<file path="config.mk">
export PLATFORM = sky130hd
export DESIGN_NAME = iu
export DESIGN_NICKNAME = d
export VERILOG_FILES = /design/src/rtl/iu_pkg.sv /design/src/rtl/iu_rom.sv /design/src/rtl/iu.sv
export SDC_FILE = /design/constraint.sdc
export NUM_CORES = 1
export LEC_CHECK = 0
export CORE_UTILIZATION = 35
export CTS_BUF_LIST = sky130_fd_sc_hd__clkbuf_2 sky130_fd_sc_hd__clkbuf_4 sky130_fd_sc_hd__clkbuf_8
export DETAILED_ROUTE_END_ITERATION = 10
export GPL_TIMING_DRIVEN = 0
export PLACE_DENSITY = 0.67
export SLEW_MARGIN = 20
export SYNTH_ARGS = -nofsm -noshare
export SYNTH_HDL_FRONTEND = slang
export SYNTH_SLANG_ARGS = --single-unit
</file>
<file path="constraint.sdc">
create_clock -name clk -period 1.5 [get_ports clk]
set_clock_uncertainty 0.05 [all_clocks]
set_input_delay 0.3 -clock clk [delete_from_list [all_inputs] [get_ports clk]]
set_output_delay 0.3 -clock clk [all_outputs]
set_load 0.02 [all_outputs]
</file>
<file path="src/rtl/iu_pkg.sv">
// Shared widths, types and program image for the instruction unit (fetch stage).
// The ROM image is a fixed 32-word program; addresses 6..31 are NOPs.
package iu_pkg;

    localparam int PC_W    = 5;
    localparam int INSTR_W = 13;
    localparam int ROM_DEPTH = 2 ** PC_W;

    typedef logic [PC_W-1:0]    pc_t;
    typedef logic [INSTR_W-1:0] instr_t;

    localparam instr_t NOP = 13'h0000;

    localparam instr_t ROM_IMAGE [ROM_DEPTH] = '{
        13'h0A01, 13'h1203, 13'h0405, 13'h1C07,
        13'h1FFF, 13'h0000, NOP,      NOP,
        NOP,      NOP,      NOP,      NOP,
        NOP,      NOP,      NOP,      NOP,
        NOP,      NOP,      NOP,      NOP,
        NOP,      NOP,      NOP,      NOP,
        NOP,      NOP,      NOP,      NOP,
        NOP,      NOP,      NOP,      NOP
    };

endpackage

</file>
<file path="src/rtl/iu_rom.sv">
// Program ROM: purely combinational lookup of the fixed image.
// Every pc value maps to a real entry, so there is no out-of-range path.
module iu_rom
    import iu_pkg::*;
(
    input  pc_t    addr,
    output instr_t data
);

    assign data = ROM_IMAGE[addr];

endmodule

</file>
<file path="src/rtl/iu.sv">
// Instruction unit fetch stage: free-running PC and the instruction register.
// The IR captures the word at the current PC on the same edge the PC advances.
module iu
    import iu_pkg::*;
(
    input  logic   clk,
    input  logic   reset,
    output pc_t    pcOut,
    output instr_t ir_out
);

    pc_t    pc;
    instr_t ir;
    instr_t rom_data;

    iu_rom u_rom (
        .addr (pc),
        .data (rom_data)
    );

    // Release from reset is not synchronised here; that is handled upstream.
    always_ff @(posedge clk or negedge reset) begin
        if (!reset) begin
            pc <= '0;
            ir <= '0;
        end else begin
            ir <= rom_data;
            pc <= pc + pc_t'(1);
        end
    end

    assign pcOut  = pc;
    assign ir_out = ir;

endmodule

</file>
== Word level (Yosys, flattened, before mapping) ==
Memory sizes are Yosys's and may differ from the RTL's. A register that Yosys moved wholly into a read port is not among the register bits.
Cells that the tools add are included.
Operators by class
  add/subtract/negate cells: 1
  bitwise operators: 1
  reductions and logical operators: 1
Operators by type and width (number)
  $not 5->6: 1
  $add 5x1->5 const B: 1
  $logic_not 1->1: 1
Word-level totals
  register bits after elaboration: 5
  bits in read-only memories: 416
  bits of input ports: 2
  output and inout bits: 18
  logic and storage cells: 5
  memories: 1
Memory list
  (no name shown): words 32, bits a word 13, read ports 1, clocked after Yosys merged registers in 1, write ports 0, RTL line iu_rom.sv:10  | assign data = ROM_IMAGE[addr];

== Depth between registers and ports, before layout ==
Gate-level depths: netlist (run 1).
  depth in word-level cells: 1
  gate-level depth with buffers: 4
  depth with buffers taken out: 4

== Modules after synthesis ==
From an unflattened synthesis (run 1), not the netlist that was laid out.
Second synthesis, totals
  cell total of the unflattened synthesis: 49
  area, all modules: 655.6 um^2
Modules (own cells, without submodules)
  iu: times used 1, cells each 25, area each 503.0 um^2, seq. area each 450.4 um^2
  iu_rom: times used 1, cells each 24, area each 152.6 um^2, seq. area each 0.0 um^2

== Least setup slack after synthesis (run 1) ==
No wires, ideal clock.
  path type: register -> register
  start point: register pc[0], in the netlist pcOut[0]
  end point: register ir[11], in the netlist ir_out[11]
  library setup time: 77 ps
  arrival: 1181 ps
  slack: 191 ps
  cell stages (with the launch flop): 5
  path buffers: 0
  path through: dfrtp_1 -> inv_1 -> ha_1 -> or2_1 -> a21oi_1
Between the ends
  word-level cells in the longest chain between the ends: 1
Ends and longest elaborated chain
  from (decl): RTL line iu.sv:12  | pc_t pc;
  from (signal assigned): RTL line iu.sv:28  | pc <= pc + pc_t'(1);
  $not 5->6 (implied by the code): RTL line iu_rom.sv:10
  to (decl): RTL line iu.sv:13  | instr_t ir;
No other way between the ends.

==> results of run 1 <==
==> power groups by stage <==
stage	registers [W]	clock network (W)	logic [W]
after floorplan	0.000302	0	0.000000000113
after global placement	0.000302	0	0.00000808
after detailed placement	0.000302	0	0.00000819
after CTS	0.000296	0.000218	0.00000814
after global routing	0.000296	0.000234	0.00000888
final	0.000296	0.000211	0.00000770
==> flip-flops by register name (all words and copies together) (netlist names) <==
| signal | count |
|---|---|
| pcOut | 5 |
| ir_out | 6 |
==> worst max-delay path by stage <==
stage	start	end	slack (ns)	cells after the start
after floorplan	pcOut[0]	ir_out[11]	0.19	4
after global placement	ir_out[8]	ir_out[6]	0.05	2
after detailed placement	ir_out[8]	ir_out[5]	0.03	2
after CTS	ir_out[8]	ir_out[5]	0.005	2
after global routing	ir_out[8]	ir_out[5]	0.007	2
final	ir_out[8]	ir_out[5]	0.06	2
==> logic make-up (layout without fill, tap and decap cells) <==
group           count (synthesis)  in the layout  synth area share (%)
buf+inv                        12             35                  17.6
flops                          11             11                  56.1
simple gates                    9              9                  9.95
compound gates                  5              5                  5.87
xor+xnor                        3              3                  5.36
fa+ha+maj                       2              2                  5.10
==> layer usage <==
metal / global-route usage (%) / share of wire [%]
met1: 13.8 / 43
met4: 10.3 / 1.1
met5: 0 / 0
met3: 3.98 / 11
met2: 18.9 / 44
==> layout by cell type, fill, tap and decap left out, drive strengths merged <==
cell type / synthesis / final
dlygate4sd2: 0 / 13
dfrtp: 11 / 11
buf: 9 / 10
a21oi: 5 / 5
clkbuf: 0 / 5
inv: 3 / 3
or2: 3 / 3
clkdlybuf4s15: 0 / 3
nand3: 2 / 2
xnor2: 2 / 2
nand2b: 2 / 2
ha: 2 / 2
xor2: 1 / 1
nand2: 1 / 1
nor2: 1 / 1
clkdlybuf4s50: 0 / 1
==> synth_stat cells, drive strengths merged <==
| library cell | n |
|---|---|
| a21oi | 5 |
| xnor2 | 2 |
| nand2 | 1 |
| inv | 3 |
| dfrtp | 11 |
| nand2b | 2 |
| or2 | 3 |
| ha | 2 |
| buf | 9 |
| xor2 | 1 |
| nand3 | 2 |
| nor2 | 1 |
==> area by class of cell <==
cell class                 count  area share (%)
sequential                    11            39.0
timing repair buffer          19            23.6
multi-input combinational     19            18.3
buffer                         9            10.6
clock buffer                   4            4.26
tap                           15            2.66
inverter                       3            1.60
==> through the flow <==
| step | setup WS [ns] | power, W | hold slack (ns) |
|---|---|---|---|
| after global routing | 0.00710 | 0.000539 | 0.339 |
| after global placement | 0.0454 | 0.000310 | 0.432 |
| after floorplan | 0.191 | 0.000302 | -0.0456 |
| after CTS | 0.00507 | 0.000523 | 0.326 |
| after detailed placement | 0.0326 | 0.000310 | 0.429 |
| final | 0.0572 | 0.000516 | 0.314 |
==> repair_timing <==
item                       in CTS  in global routing
gates resized for setup        18                  7
hold buffers                    0                  0
setup endpoints to repair      18                  5
==> results.md, run 1 <==
- Start of the worst register-to-register path: pcOut[1]
- CP startpoint kind: flop
- Proportion of synthesized chip area in sequential cells: 56.1%
- Peak supply drop: 0.449 mV
- Clock Sinks: 11
- Share of total power consumed by net switching: 18.6%
- Area contributors post-synth: dfrtp_1, buf_4, ha_1
- Slowest CP cell: dfrtp_1
- Mapped Nets: 46
- Reg power frac: 57.5%
- Setup fix buffers added after clock tree synthesis: 0
- Required time of the worst setup path: 1.15 ns
- Final count of negative-setup-slack endpoints: 0
- I/O pin count: 20
- Count of buffers from port buffering: 19
- Capture point of the worst reg-to-reg path: ir_out[11]
- Final worst path period need: 1.44 ns
- Number of global-route vias before repair: 287
- Number of buffers created by CTS: 3
- Type of element capturing the critical path: output port
- Multi-input gate area: 129 um^2
- Last weighted congestion value of the routability-driven placer: 0.736
- Pin count of the biggest net entering global routing: 12
- Fraction of layout instances using a drive strength above 1: 24.6%
- Leading area contributor after synthesis: dfrtp_1
- Maximum achievable frequency: 693 MHz
- Outcome: finished clean
- Via total after detailed routing: 334
- Avg WL per Cell: 8.73 um
- Cells on worst reg2reg path: 4
- Number of rows in the core area: 13
- Total Wirelength: 698 um
- Initial Utilization: 37.7%
- Switching power: 0.0000960 W
- N_diodes: 0
- Cell area after layout: 706 um^2
- Area used by sequential logic in the layout: 275 um^2
- Synth Register Bits: 11
- Layout filler cell count: 130
- First-pass GRT wire length: 1240 um
- Synth unique cells: 14
- Clock H-tree levels: 1
- Number of antenna violations at the first check in global routing: 0
- Number of nets in the final layout: 70
- Post-Place Cell Area: 699 um^2
- Crit path arrival time: 1.09 ns
- Number of vias per cell after detailed routing: 4.18
- Worst stage delay on the critical path: 0.42 ns
- Setup repair after global routing missed its margin: no
- Overflow left after global routing: 0
- Die area: 1560 um^2
- Max-capacitance violation count: 0
- Total power per unit cell area: 731 nW/um^2
- Core region area: 1300 um^2
- Global-route usage over all layers: 12.4%
- Detailed-route DRC error count: 0
- Die height: 39.4 um
- Drt first pass iters: 2
- Cell internal power dissipation: 0.000420 W
- Mean post-synth cell area: 11.7 um^2
- Die X-Extent: 39.4 um
- Clock slew at reported path FFs: 0.07 ns
- Reg2Reg Setup Slack: 0.23 ns
- Gate power share: 1.5%
- Clock Root Buffer: clkbuf_4
- Worst slew margin: 67.7%
- Core utilization of the finished layout: 54.2%
- Maximum fanout along the worst path: 6
- Area share of the largest cell type after synthesis: 56.1%
- Pins over their slew limit: 0
- Later-pin clock latency in the skew report: 0.26 ns
- DRC violation total after the first TritonRoute iteration: 3
- Clock network fraction of design power: 41.0%
- Tightest Pin Transition: 0.483 ns
- Worst path buffer plus inverter count: 2
- Maximum number of buffers from clock root to sink: 2
- Yosys synthesis warning count: 0
- Final Instance Count excl. Fillers: 80
- Family of cells with the greatest summed delay on the critical path: flip-flops
- Final worst path period share: 96.2%
- Clock tree from TritonCTS: built
- Worst min path class: primary input to async pin
- Instance count of the mapped netlist: 42
- Total count of hold-check failures in the final report: 0
- Critical path cell sequence: buf_4 -> clkdlybuf4s15_1
- Cell Area, Synth: 490 um^2
- Number of cells after detailed placement: 76
- Setup Crit Path Kind: flop to output port
- Area growth from synthesis to layout: 43.9%
- Residual antenna-violating net count after detailed routing: 0
- TNS Setup: 0 ns
- Leak Pwr: 0.399 nW
Power figures use the tool's default switching activity.
==> run 2: changes to the inputs <==
Settings changed: PLACE_DENSITY 0.67 to 0.74.
Clock period 1.5 ns to 1.7 ns, I/O delays scaled along.
==> run 2 against run 1 <==
Net effect: final cell count did not move; clock-buffer cell count did not move; hold slack improved by 0.036 ns; non-clock buffer count did not move; die area did not move; sequential share of layout area fell by 1.1 points; sequential power fell by 11%; clock power fell by 9.5%; cell area rose by 3.0%.
==> results.md, run 2 (synthesis results as in run 1) <==
- Outcome: finished clean
- Clock tree from TritonCTS: built
- Number of vias per cell after detailed routing: 4.38 (+4.8%)
- Drt first pass iters: 2 (unchanged)
- Clock Root Buffer: clkbuf_4
- Number of flip-flops in the largest register: 6 (unchanged)
- Clock slew at reported path FFs: 0.07 ns (about the same)
- N_diodes: 0 (unchanged)
- Total count of hold-check failures in the final report: 0 (unchanged)
- Number of cells after detailed placement: 76 (unchanged)
- TNS Setup: 0 ns (unchanged)
- Maximum number of buffers from clock root to sink: 2 (unchanged)
- Clock Sinks: 11 (unchanged)
- Cell internal power dissipation: 0.000370 W (-12%)
- Final Instance Count excl. Fillers: 80 (unchanged)
- Setup repair after global routing missed its margin: no
- Total Wirelength: 723 um (+3.6%)
- Required time of the worst setup path: 1.31 ns (+0.16 ns)
- Placement-stage worst setup slack: 0.186 ns (+0.154 ns)
- Share of total power consumed by net switching: 19.3% (+0.68 points)
- Worst stage delay on the critical path: 0.62 ns (+0.20 ns)
- Fraction of layout instances using a drive strength above 1: 21.5% (-3.1 points)
- Number of buffers created by CTS: 3 (unchanged)
- Number of nets in the final layout: 70 (unchanged)
- Initial Utilization: 37.7% (unchanged)
- Leak Pwr: 0.431 nW (+8.0%)
- Number of hold buffers added after CTS: 0 (unchanged)
- Core region area: 1300 um^2 (unchanged)
- DRC violation total after the first TritonRoute iteration: 1 (-2)
- Slowest CP cell: clkdlybuf4s50_1
- Detailed-route DRC error count: 0 (unchanged)
- Max-capacitance violation count: 0 (unchanged)
- Clock H-tree levels: 1 (unchanged)
- Final count of negative-setup-slack endpoints: 0 (unchanged)
- Switching power: 0.0000886 W (-7.8%)
- Final worst path period share: 97.1%
- Avg WL per Cell: 9.04 um (+3.6%)
- Last weighted congestion value of the routability-driven placer: 0.760 (+3.2%)
- Maximum fanout along the worst path: 3 (-3)
- Residual antenna-violating net count after detailed routing: 0 (unchanged)
- Via total after detailed routing: 350 (+4.8%)
- Reg power frac: 57.0% (-0.5 points)
- I/O pin count: 20 (unchanged)
- Gate power share: 1.5% (about the same)
- Worst-case setup margin in the final layout: 0.0501 ns (-0.00708 ns)
- Reg2Reg Setup Slack: 0.45 ns (+0.22 ns)
- Final worst path period need: 1.65 ns
- Crit path arrival time: 1.26 ns (+0.17 ns)
- Global-route usage over all layers: 12.5% (+0.11 points)
- Die area: 1560 um^2 (unchanged)
- Total power per unit cell area: 631 nW/um^2 (-14%)
- Area used by sequential logic in the layout: 275 um^2 (unchanged)
- Number of global-route vias before repair: 321 (+12%)
- Most used cells in the layout excluding fill and tap cells: dfrtp_1, clkdlybuf4s50_1, dlygate4sd2_1, buf_4
- Pins over their slew limit: 0 (unchanged)
- Die height: 39.4 um (unchanged)
- First-pass GRT wire length: 1240 um (unchanged)
- Peak supply drop: 0.322 mV (-28%)
- CP startpoint kind: flop
- Number of antenna violations at the first check in global routing: 0 (unchanged)
- Worst slew margin: 67.9% (+0.22 points)
- Later-pin clock latency in the skew report: 0.26 ns (about the same)
- Critical path cell sequence: clkdlybuf4s50_1
- Worst path buffer plus inverter count: 1 (-1)
- Family of cells with the greatest summed delay on the critical path: buffers and inverters
- Clock network fraction of design power: 41.5% (+0.5 points)
- Multi-input gate area: 129 um^2 (unchanged)
- Overflow left after global routing: 0 (unchanged)
- Half-perimeter wire length of the detailed placement result: 524 um
- Type of element capturing the critical path: output port
- Maximum achievable frequency: 606 MHz
- Number of rows in the core area: 13 (unchanged)
- Setup fix buffers added after clock tree synthesis: 0 (unchanged)
- Die X-Extent: 39.4 um (unchanged)
- Worst slack on hold paths: 0.350 ns (+0.0363 ns)
- Layout filler cell count: 130 (unchanged)
- Area growth from synthesis to layout: 48.2%
- Leading cell type in the layout, fill and taps excluded: dfrtp_1
- Setup Crit Path Kind: flop to output port
- Tightest Pin Transition: 0.480 ns (-0.00323 ns)
- PostCTS Resize Cnt: 8 (-10)
- Pin count of the biggest net entering global routing: 12 (unchanged)
- Count of buffers from port buffering: 19 (unchanged)
- Worst min path class: primary input to async pin
[run 2: worst paths after layout]
check,startpoint,to,cells past startpoint
setup / recovery,pcOut[4],pcOut[4],1
hold / removal,reset,pcOut[1],1
setup reg to reg,pcOut[0],ir_out[11],4
hold reg to reg,pcOut[4],pcOut[4],1
max in group asynchronous,reset,ir_out[0],1
min in group clk,pcOut[4],pcOut[4],1
[run 2: per-stage QoR]
step | total power, W | util, % | area (um^2)
floorplan | 0.000267 | - | 490
global placement | 0.000274 | 53.8 | 699
detailed placement | 0.000274 | 53.8 | 699
CTS | 0.000465 | 55.3 | 719
global route | 0.000478 | 55.9 | 727
finish | 0.000459 | 55.9 | 727
[run 2: cell type report]
cell class | instances | area share [%]
Inverter | 3 | 1.55
Buffer | 9 | 10.3
Tap cell | 15 | 2.58
Timing Repair Buffer | 19 | 25.8
Sequential cell | 11 | 37.9
Clock buffer | 4 | 4.13
Multi-Input combinational cell | 19 | 17.7
[run 2: power groups by stage]
stage,Clock (W),Combinational (W),Sequential [W]
after floorplan,0,0.000000000113,0.000267
after global placement,0,0.00000713,0.000267
after detailed placement,0,0.00000721,0.000267
after CTS,0.000197,0.00000718,0.000262
after global routing,0.000209,0.00000797,0.000261
final,0.000191,0.00000676,0.000262
[run 2: layer usage]
metal  vias up  wire length, um  track usage [%]  share of wire [%]
met4         0                7             10.3               0.97
met2        19              349             19.7                 48
met1       160              289             13.7                 40
met3         2               76             3.41                 11
li1        169                -                -                  -
met5         -                0                0                  0
==> run 3: changes to the inputs <==
Settings changed: CORE_AREA from default to 2 2 39 41, CORE_UTILIZATION 35 to default, DIE_AREA from default to 0 0 41 43, PLACE_DENSITY 0.74 to 0.77.
==> run 3 against run 2 <==
Net effect: sequential power hardly changed; combinational power shrank 2%; worst setup slack better by 0.019 ns; sequential cell count did not move; core utilization is 3.9 points lower; critical path type unchanged.
==> results.md, run 3 (synthesis results as in run 1) <==
- Outcome: finished clean
- Core region area: 1380 um^2 (+6.3%)
- Global-route usage over all layers: 11.2% (-1.3 points)
- Total power after layout: 0.000464 W (+1.2%)
- Tightest Pin Transition: 0.466 ns (-0.0139 ns)
- TNS Setup: 0 ns (unchanged)
- Last weighted congestion value of the routability-driven placer: 0.739 (-2.8%)
- Clock Root Buffer: clkbuf_4
- Number of cells after detailed placement: 77 (+1.3%)
- Number of vias per cell after detailed routing: 4.25 (-2.9%)
- Detailed-route DRC error count: 0 (unchanged)
- Total Wirelength: 753 um (+4.1%)
- Die X-Extent: 41 um (+4.0%)
- Crit path arrival time: 1.24 ns (-0.02 ns)
- Die height: 43 um (+9.0%)
- Layout filler cell count: 139 (+6.9%)
- Reg2Reg Setup Slack: 0.43 ns (-0.02 ns)
- Avg WL per Cell: 9.30 um (+2.9%)
- Max-capacitance violation count: 0 (unchanged)
- Most used cells in the layout excluding fill and tap cells: dfrtp_1, dlygate4sd2_1, buf_4, clkdlybuf4s50_1
- Number of flip-flops in the largest register: 6 (unchanged)
- Number of antenna violations at the first check in global routing: 0 (unchanged)
- Capture point of the worst reg-to-reg path: ir_out[11]
- Type of element capturing the critical path: output port
- Number of nets in the final layout: 70 (unchanged)
- Gate power share: 1.4% (about the same)
- CP startpoint kind: flop
- Number of global-route vias before repair: 295 (-8.1%)
- Clock Sinks: 11 (unchanged)
- Total count of hold-check failures in the final report: 0 (unchanged)
- Maximum number of buffers from clock root to sink: 2 (unchanged)
- Setup Crit Path Kind: flop to output port
- Cell internal power dissipation: 0.000371 W (+0.12%)
- Setup repair after global routing missed its margin: no
- Clock tree from TritonCTS: built
- Maximum fanout along the worst path: 2 (-1)
- N_diodes: 0 (unchanged)
- Peak supply drop: 0.274 mV (-15%)
- I/O pin count: 20 (unchanged)
- Initial Utilization: 35.4% (-2.2 points)
- Slowest CP cell: clkdlybuf4s50_1
- Switching power: 0.0000938 W (+5.8%)
- Via total after detailed routing: 344 (-1.7%)
- DRC violation total after the first TritonRoute iteration: 2 (+1)
- Final worst path period share: 95.9% (-1.1 points)
- Reg power frac: 56.3% (-0.7 points)
- Number of buffers created by CTS: 3 (unchanged)
- Worst min path class: primary input to async pin
- Later-pin clock latency in the skew report: 0.27 ns (about the same)
- Setup fix buffers added after clock tree synthesis: 0 (unchanged)
- Count of buffers from port buffering: 19 (unchanged)
- Maximum achievable frequency: 613 MHz (+1.2%)
- Required time of the worst setup path: 1.31 ns (about the same)
- Start of the worst register-to-register path: pcOut[0]
- Cells on worst reg2reg path: 4 (unchanged)
- Share of total power consumed by net switching: 20.2% (+0.88 points)
- Half-perimeter wire length of the detailed placement result: 561 um (+6.9%)
- Post-Place Cell Area: 701 um^2 (+0.18%)
- First-pass GRT wire length: 1210 um (-2.8%)
- Worst slack on hold paths: 0.334 ns (-0.0159 ns)
- Worst path buffer plus inverter count: 1 (unchanged)
- Cell area after layout: 719 um^2 (-1.0%)
- Clock H-tree levels: 1 (unchanged)
- Overflow left after global routing: 0 (unchanged)
- Number of rows in the core area: 14 (+1)
- Final Instance Count excl. Fillers: 81 (+1.3%)
- Drt first pass iters: 4 (+2)
- Residual antenna-violating net count after detailed routing: 0 (unchanged)
- Final count of negative-setup-slack endpoints: 0 (unchanged)
- Pin count of the biggest net entering global routing: 12 (unchanged)
- Area growth from synthesis to layout: 46.7%
- Die area: 1760 um^2 (+13%)
- Leak Pwr: 0.389 nW (-9.8%)
- Worst stage delay on the critical path: 0.60 ns (-0.02 ns)
- Fraction of layout instances using a drive strength above 1: 21.5% (unchanged)
- Total power per unit cell area: 646 nW/um^2 (+2.3%)
- Family of cells with the greatest summed delay on the critical path: buffers and inverters
- Clock network fraction of design power: 42.3% (+0.8 points)
- Worst slew margin: 68.8% (+0.93 points)
- Critical path cell sequence: clkdlybuf4s50_1
- Pins over their slew limit: 0 (unchanged)
- Final worst path period need: 1.63 ns (-0.0192 ns)
- Clock slew at reported path FFs: 0.07 ns (about the same)
==> run 3: power by group through the flow <==
stage          combinational [W]  clock, W  sequential [W]
3_3_place_gp          0.00000688         0        0.000267
5_1_grt               0.00000800  0.000216        0.000261
3_5_place_dp          0.00000695         0        0.000267
6_report              0.00000662  0.000196        0.000262
4_1_cts               0.00000700  0.000202        0.000262
2_1_floorplan     0.000000000113         0        0.000267
==> run 3: final cells by class <==
class,instances,area (um^2),area share (%)
buffer,9,75.1,10.4
inverter,3,11.3,1.57
multi-input combinational,19,129,17.9
clock buffer,4,30.0,4.17
timing repair buffer,19,179,24.9
sequential,11,275,38.3
tap,16,20.0,2.78
==> run 3: stage by stage <==
| step | setup WS, ns | util, % |
|---|---|---|
| global route | 0.0197 | 52.0 |
| CTS | 0.0266 | 51.8 |
| finish | 0.0693 | 52.0 |
| global placement | 0.205 | 50.6 |
| floorplan | 0.391 | - |
| detailed placement | 0.192 | 50.6 |
==> run 3: how the worst max path moves through the flow <==
stage / from / cells after the start / end / slack (ns)
final: pcOut[2] / 1 / pcOut[2] / 0.07
after detailed placement: ir_out[8] / 2 / ir_out[6] / 0.19
after CTS: pcOut[4] / 1 / pcOut[4] / 0.03
after floorplan: pcOut[0] / 4 / ir_out[11] / 0.39
after global routing: pcOut[2] / 1 / pcOut[2] / 0.02
after global placement: ir_out[8] / 2 / ir_out[8] / 0.20
==> run 3: repair_timing <==
item,4_1_cts,5_1_grt
hold buffers,0,0
pin swaps,0,0
gates resized for setup,11,1
setup endpoints to repair,11,1
==> run 3: per-layer routing <==
layer	track usage, %	wire length [um]	vias to the layer above
met5	0	0	-
met4	12.0	34	0
met3	5.24	108	3
met2	15.0	351	20
met1	11.5	257	152
li1	-	-	169
==> RTL edit 1: new RTL, flow settings as in run 1 <==
Make the reset (`reset`) synchronous in one clocked block.
--- a/src/rtl/iu.sv
+++ b/src/rtl/iu.sv
@@ -19,7 +19,7 @@
     );
 
     // Release from reset is not synchronised here; that is handled upstream.
-    always_ff @(posedge clk or negedge reset) begin
+    always_ff @(posedge clk) begin
         if (!reset) begin
             pc <= '0;
             ir <= '0;
Check against the original RTL: differs if reset is asserted again (counterexample within 4 cycles, from zero or initial values and one cycle with reset low); with reset held inactive, the same outputs for 10 cycles.
==> RTL edit 1 against run 1 <==
Maximum frequency up 3.2%. Non-clock buffer count unchanged. Sequential cell count stayed put. Area after synthesis fell by 5.4%. Critical path depth unchanged. Routed wire length is 0.72% lower. Final area is 3.7% lower. Sequential share of layout area decreased by 6.4 points. Worst setup slack improved by 0.045 ns. Largest cell class is now non-clock buffers.
Power is not compared: it rests on default switching activity, and its combinational part moved more than twofold at a synthesized area within 25%.
==> RTL edit 1: results (changes against run 1) <==
r2r-start: "pcOut[0]$_SDFF_PN0_"
regArea_um2: 221.5  # -20%
hold_class: "register to register"
cp_top_family: "buffers and inverters"
num_vias: 366  # +9.6%
grt_pass1_vias: 273  # -4.9%
ys_top_cells_by_area: "dfxtp_1 (47%), buf_4 (11%), a21oi_1 (5.4%)"
synthTopCellsByCount: "dfxtp_1 (11), buf_4 (7), a21oi_1 (5)"
synth_cell_type_count: 18  # +4
buf_share_pct: 33.52  # -0.70 points
clkCellAreaFrac_pct: 4.420  # +0.16 points
syn_nets: 53  # +15%
syn-cell-area_um2: 464.2  # -5.4%
outcome: "complete, no violations"
wl_um: 693  # -0.72%
placed_cell_area_um2: 671.9  # -3.9%
grt_pass1_wl_mm: 1.076  # -13%
multi_input_area_share_pct: 25.23  # +7.0 points
fillers: 119  # -8.5%
synth_flop_cell: "dfxtp_1"
critical-path-slowest-cell: "dfxtp_2"
multi_input_comb_cells: 26  # +7
worst_pin_slew_ns: 0.3347  # -0.1488 ns
syn_area_per_cell_um2: 9.473  # -19%
yosysSeqAreaShare_pct: 47.44  # -8.7 points
grt_max_degree: 10  # -2
firstDrtPassIters: 4  # +2
-- RTL edit 1: what timing repair did --
action	4_1_cts	5_1_grt
gates resized for setup	18	5
gates cloned	0	0
setup endpoints to repair	18	5
hold buffers	0	0
-- RTL edit 1: stage by stage --
stage / setup WS [ns] / setup TNS, ns
2_1_floorplan: 0.1273 / 0
3_3_place_gp: -0.1327 / -0.7491
3_5_place_dp: -0.1378 / -0.6916
4_1_cts: 0.02188 / 0
5_1_grt: 0.04487 / 0
6_report: 0.1026 / 0
-- RTL edit 1: path summary, 6_finish.rpt --
| check | to | slack (ns) | depth (start not counted) |
|---|---|---|---|
| setup / recovery | ir_out[7] | 0.10 | 2 |
| hold / removal | pcOut[4]$_SDFF_PN0_ | 0.45 | 2 |
| setup reg to reg | ir_out[11]$_SDFF_PN0_ | 0.18 | 4 |
| hold reg to reg | pcOut[4]$_SDFF_PN0_ | 0.45 | 2 |
-- RTL edit 1: tightest hold or removal path: stages, from the launching register on --
cell     delay [ns]
dfxtp_1        0.33
nand2_1        0.07
mux2i_1        0.05
-- RTL edit 1: cells by family (layout without fill, tap and decap cells) --
family | count (synthesis) | in the layout | share of synthesized area [%]
AO/OA/AOI/OAI | 5 | 5 | 5.390
XOR/XNOR | 1 | 1 | 1.887
adder cells (fa/ha/maj) | 2 | 2 | 5.390
buffers and inverters | 12 | 35 | 15.63
flip-flops | 11 | 11 | 47.44
multiplexers | 2 | 2 | 4.313
AND/OR/NAND/NOR | 16 | 16 | 19.94
-- RTL edit 1: layer usage --
metal,vias to the layer above,wire length (um),global-route usage [%]
met5,-,0,0
met4,0,15,7.759
met3,2,64,5.233
met2,18,292,18.22
met1,152,320,11.51
li1,194,-,-
-- RTL edit 1: power by group --
part           internal [uW]  switching (uW)
logic                   61.0            69.1
registers                313            12.4
clock network            121            93.2
==> RTL edit 2: new RTL, flow settings as in run 1 <==
Made on the original files. Set the package constant `INSTR_W` to 15 (it was 13).
--- a/src/rtl/iu_pkg.sv
+++ b/src/rtl/iu_pkg.sv
@@ -3,7 +3,7 @@
 package iu_pkg;
 
     localparam int PC_W    = 5;
-    localparam int INSTR_W = 13;
+    localparam int INSTR_W = 15;
     localparam int ROM_DEPTH = 2 ** PC_W;
 
     typedef logic [PC_W-1:0]    pc_t;
Interface: changed (resized ir_out); port bits go from 20 to 22. No check against the original RTL was run, so the function may have changed too.
==> RTL edit 2 against run 1 <==
Sequential cell count unchanged. Area after synthesis is 8.9% higher. Worst setup slack improved by 0.0029 ns. Largest cell class unchanged. Utilization is 0.53 points higher. Critical path type unchanged. Count of clock-buffer cells in the layout did not move. Routed wire length up 8.9%. Register-to-register slack gained 0.03 ns. Critical endpoint is now ir_out[8]. Final area grew 6.0%.
Power is not compared: it rests on default switching activity, and its combinational part moved more than twofold at a synthesized area within 25%.
==> RTL edit 2: results (changes against run 1) <==
outcome: "complete, no violations"
p_leak_uw: 0.0004163
synthAdderAreaFrac_pct: 4.684  # -0.42 points
yosysSeqAreaShare_pct: 51.52  # -4.6 points
synth_flop_cell: "dfrtp_1"
synth-async-reset-ratio_pct: 100.0  # unchanged
post-cts-setup-buffer-count: 0  # unchanged
critical-path-slowest-cell: "dfrtp_1"
final_nets: 74  # +5.7%
peakVddDrop_uv: 373.3
ys_top_cells_by_area: "dfrtp_1 (52%), buf_4 (13%), a21oi_2 (8.2%)"
root_buffer: "clkbuf_4"
synth_compound_area_share_pct: 8.197  # +2.3 points
gp_congestion: 0.6946  # -5.7%
grt_max_degree: 12  # unchanged
synthTopCellsByCount: "dfrtp_1 (11), buf_4 (9), a21oi_2 (5)"
clk_path_buf_depth: 2  # unchanged
antenna_found_initial: 0  # unchanged
cpPeakStageDelay_ns: 0.42  # about the same
vias_per_cell: 4.143  # -0.77%
largest_reg_flops: 6  # unchanged
hpwl_um: 595.6
yosys-mux-area-fraction_pct: 0  # unchanged
arrival_ns: 1.09  # about the same
grt_usage_pct: 12.66  # +0.28 points
hold_viol: 0  # unchanged
preCtsSetupSlack_ns: 0.02966  # -0.002911 ns
cp_top_family: "flip-flops"
placed_cell_area_um2: 747.0  # +6.8%
drtIter0Drc: 4  # +1
hold_class: "input port to async pin"
grt_pass1_vias: 302  # +5.2%
htree_levels: 1  # unchanged
clk_pin_slew_ns: 0.07  # about the same
firstDrtPassIters: 2  # unchanged
cts_buffers: 3  # unchanged
drive_above_1_share_pct: 36.23  # +12 points
wl_per_cell_um: 9.048  # +3.7%
grt_pass1_wl_mm: 1.304  # +5.0%
ys_warn_count: 0  # unchanged
worstSkewPairLatency_ns: 0.26  # about the same
diodes: 0  # unchanged
port_buffers: 19  # unchanged
crit_fanout: 6  # unchanged
rr_worst_depth: 4  # unchanged
synth_cell_type_count: 14  # unchanged
synthXorXnorAreaFrac_pct: 4.918  # -0.44 points
-- RTL edit 2: repair_timing --
item	in CTS	in global routing
setup endpoints to repair	18	5
hold buffers	0	0
gates resized for setup	18	8
-- RTL edit 2: path summary, 6_finish.rpt --
| check | startpoint | to | slack [ns] |
|---|---|---|---|
| max | ir_out[8]$_DFF_PN0_ | ir_out[8] | 0.06 |
| min reg2reg | pcOut[4]$_DFF_PN0_ | pcOut[4]$_DFF_PN0_ | 0.44 |
| max in group asynchronous | reset | pcOut[0]$_DFF_PN0_ | 0.78 |
| min | reset | ir_out[11]$_DFF_PN0_ | 0.30 |
| max reg2reg | pcOut[0]$_DFF_PN0_ | ir_out[11]$_DFF_PN0_ | 0.26 |
| min in group clk | pcOut[4]$_DFF_PN0_ | pcOut[4]$_DFF_PN0_ | 0.44 |
-- RTL edit 2: cells by family after synthesis --
logic type,count (synthesis)
buf+inv,14
other cells,1
flops,11
compound gates,5
xor+xnor,3
fa+ha+maj,2
simple gates,9
-- RTL edit 2: per-layer routing --
layer / global-route usage (%) / wire [um] / vias up
met5: 0 / 0 / -
met4: 7.500 / 0 / 0
met3: 5.435 / 112 / 0
met2: 18.36 / 336 / 21
met1: 15.36 / 311 / 150
li1: - / - / 177
-- RTL edit 2: final cells by class --
type,count,area [um2]
Sequential cell,11,275.3
Fill cell,133,618.1
Clock buffer,4,30.03
Tap cell,15,18.77
Inverter,3,11.26
Timing Repair Buffer,19,161.4
Multi-Input combinational cell,21,161.4
Buffer,11,90.09
-- RTL edit 2: through the flow --
stage / std cells / utilization (%)
floorplan: 46 / -
global placement: 80 / 54.67
finish: 84 / 54.76
CTS: 84 / 55.22
detailed placement: 80 / 54.67
global route: 84 / 54.76
-- RTL edit 2: report_power, final --
group	switching [uW]	internal, uW
sequential	0	296
clock	88.8	121
combinational	10.1	5.76
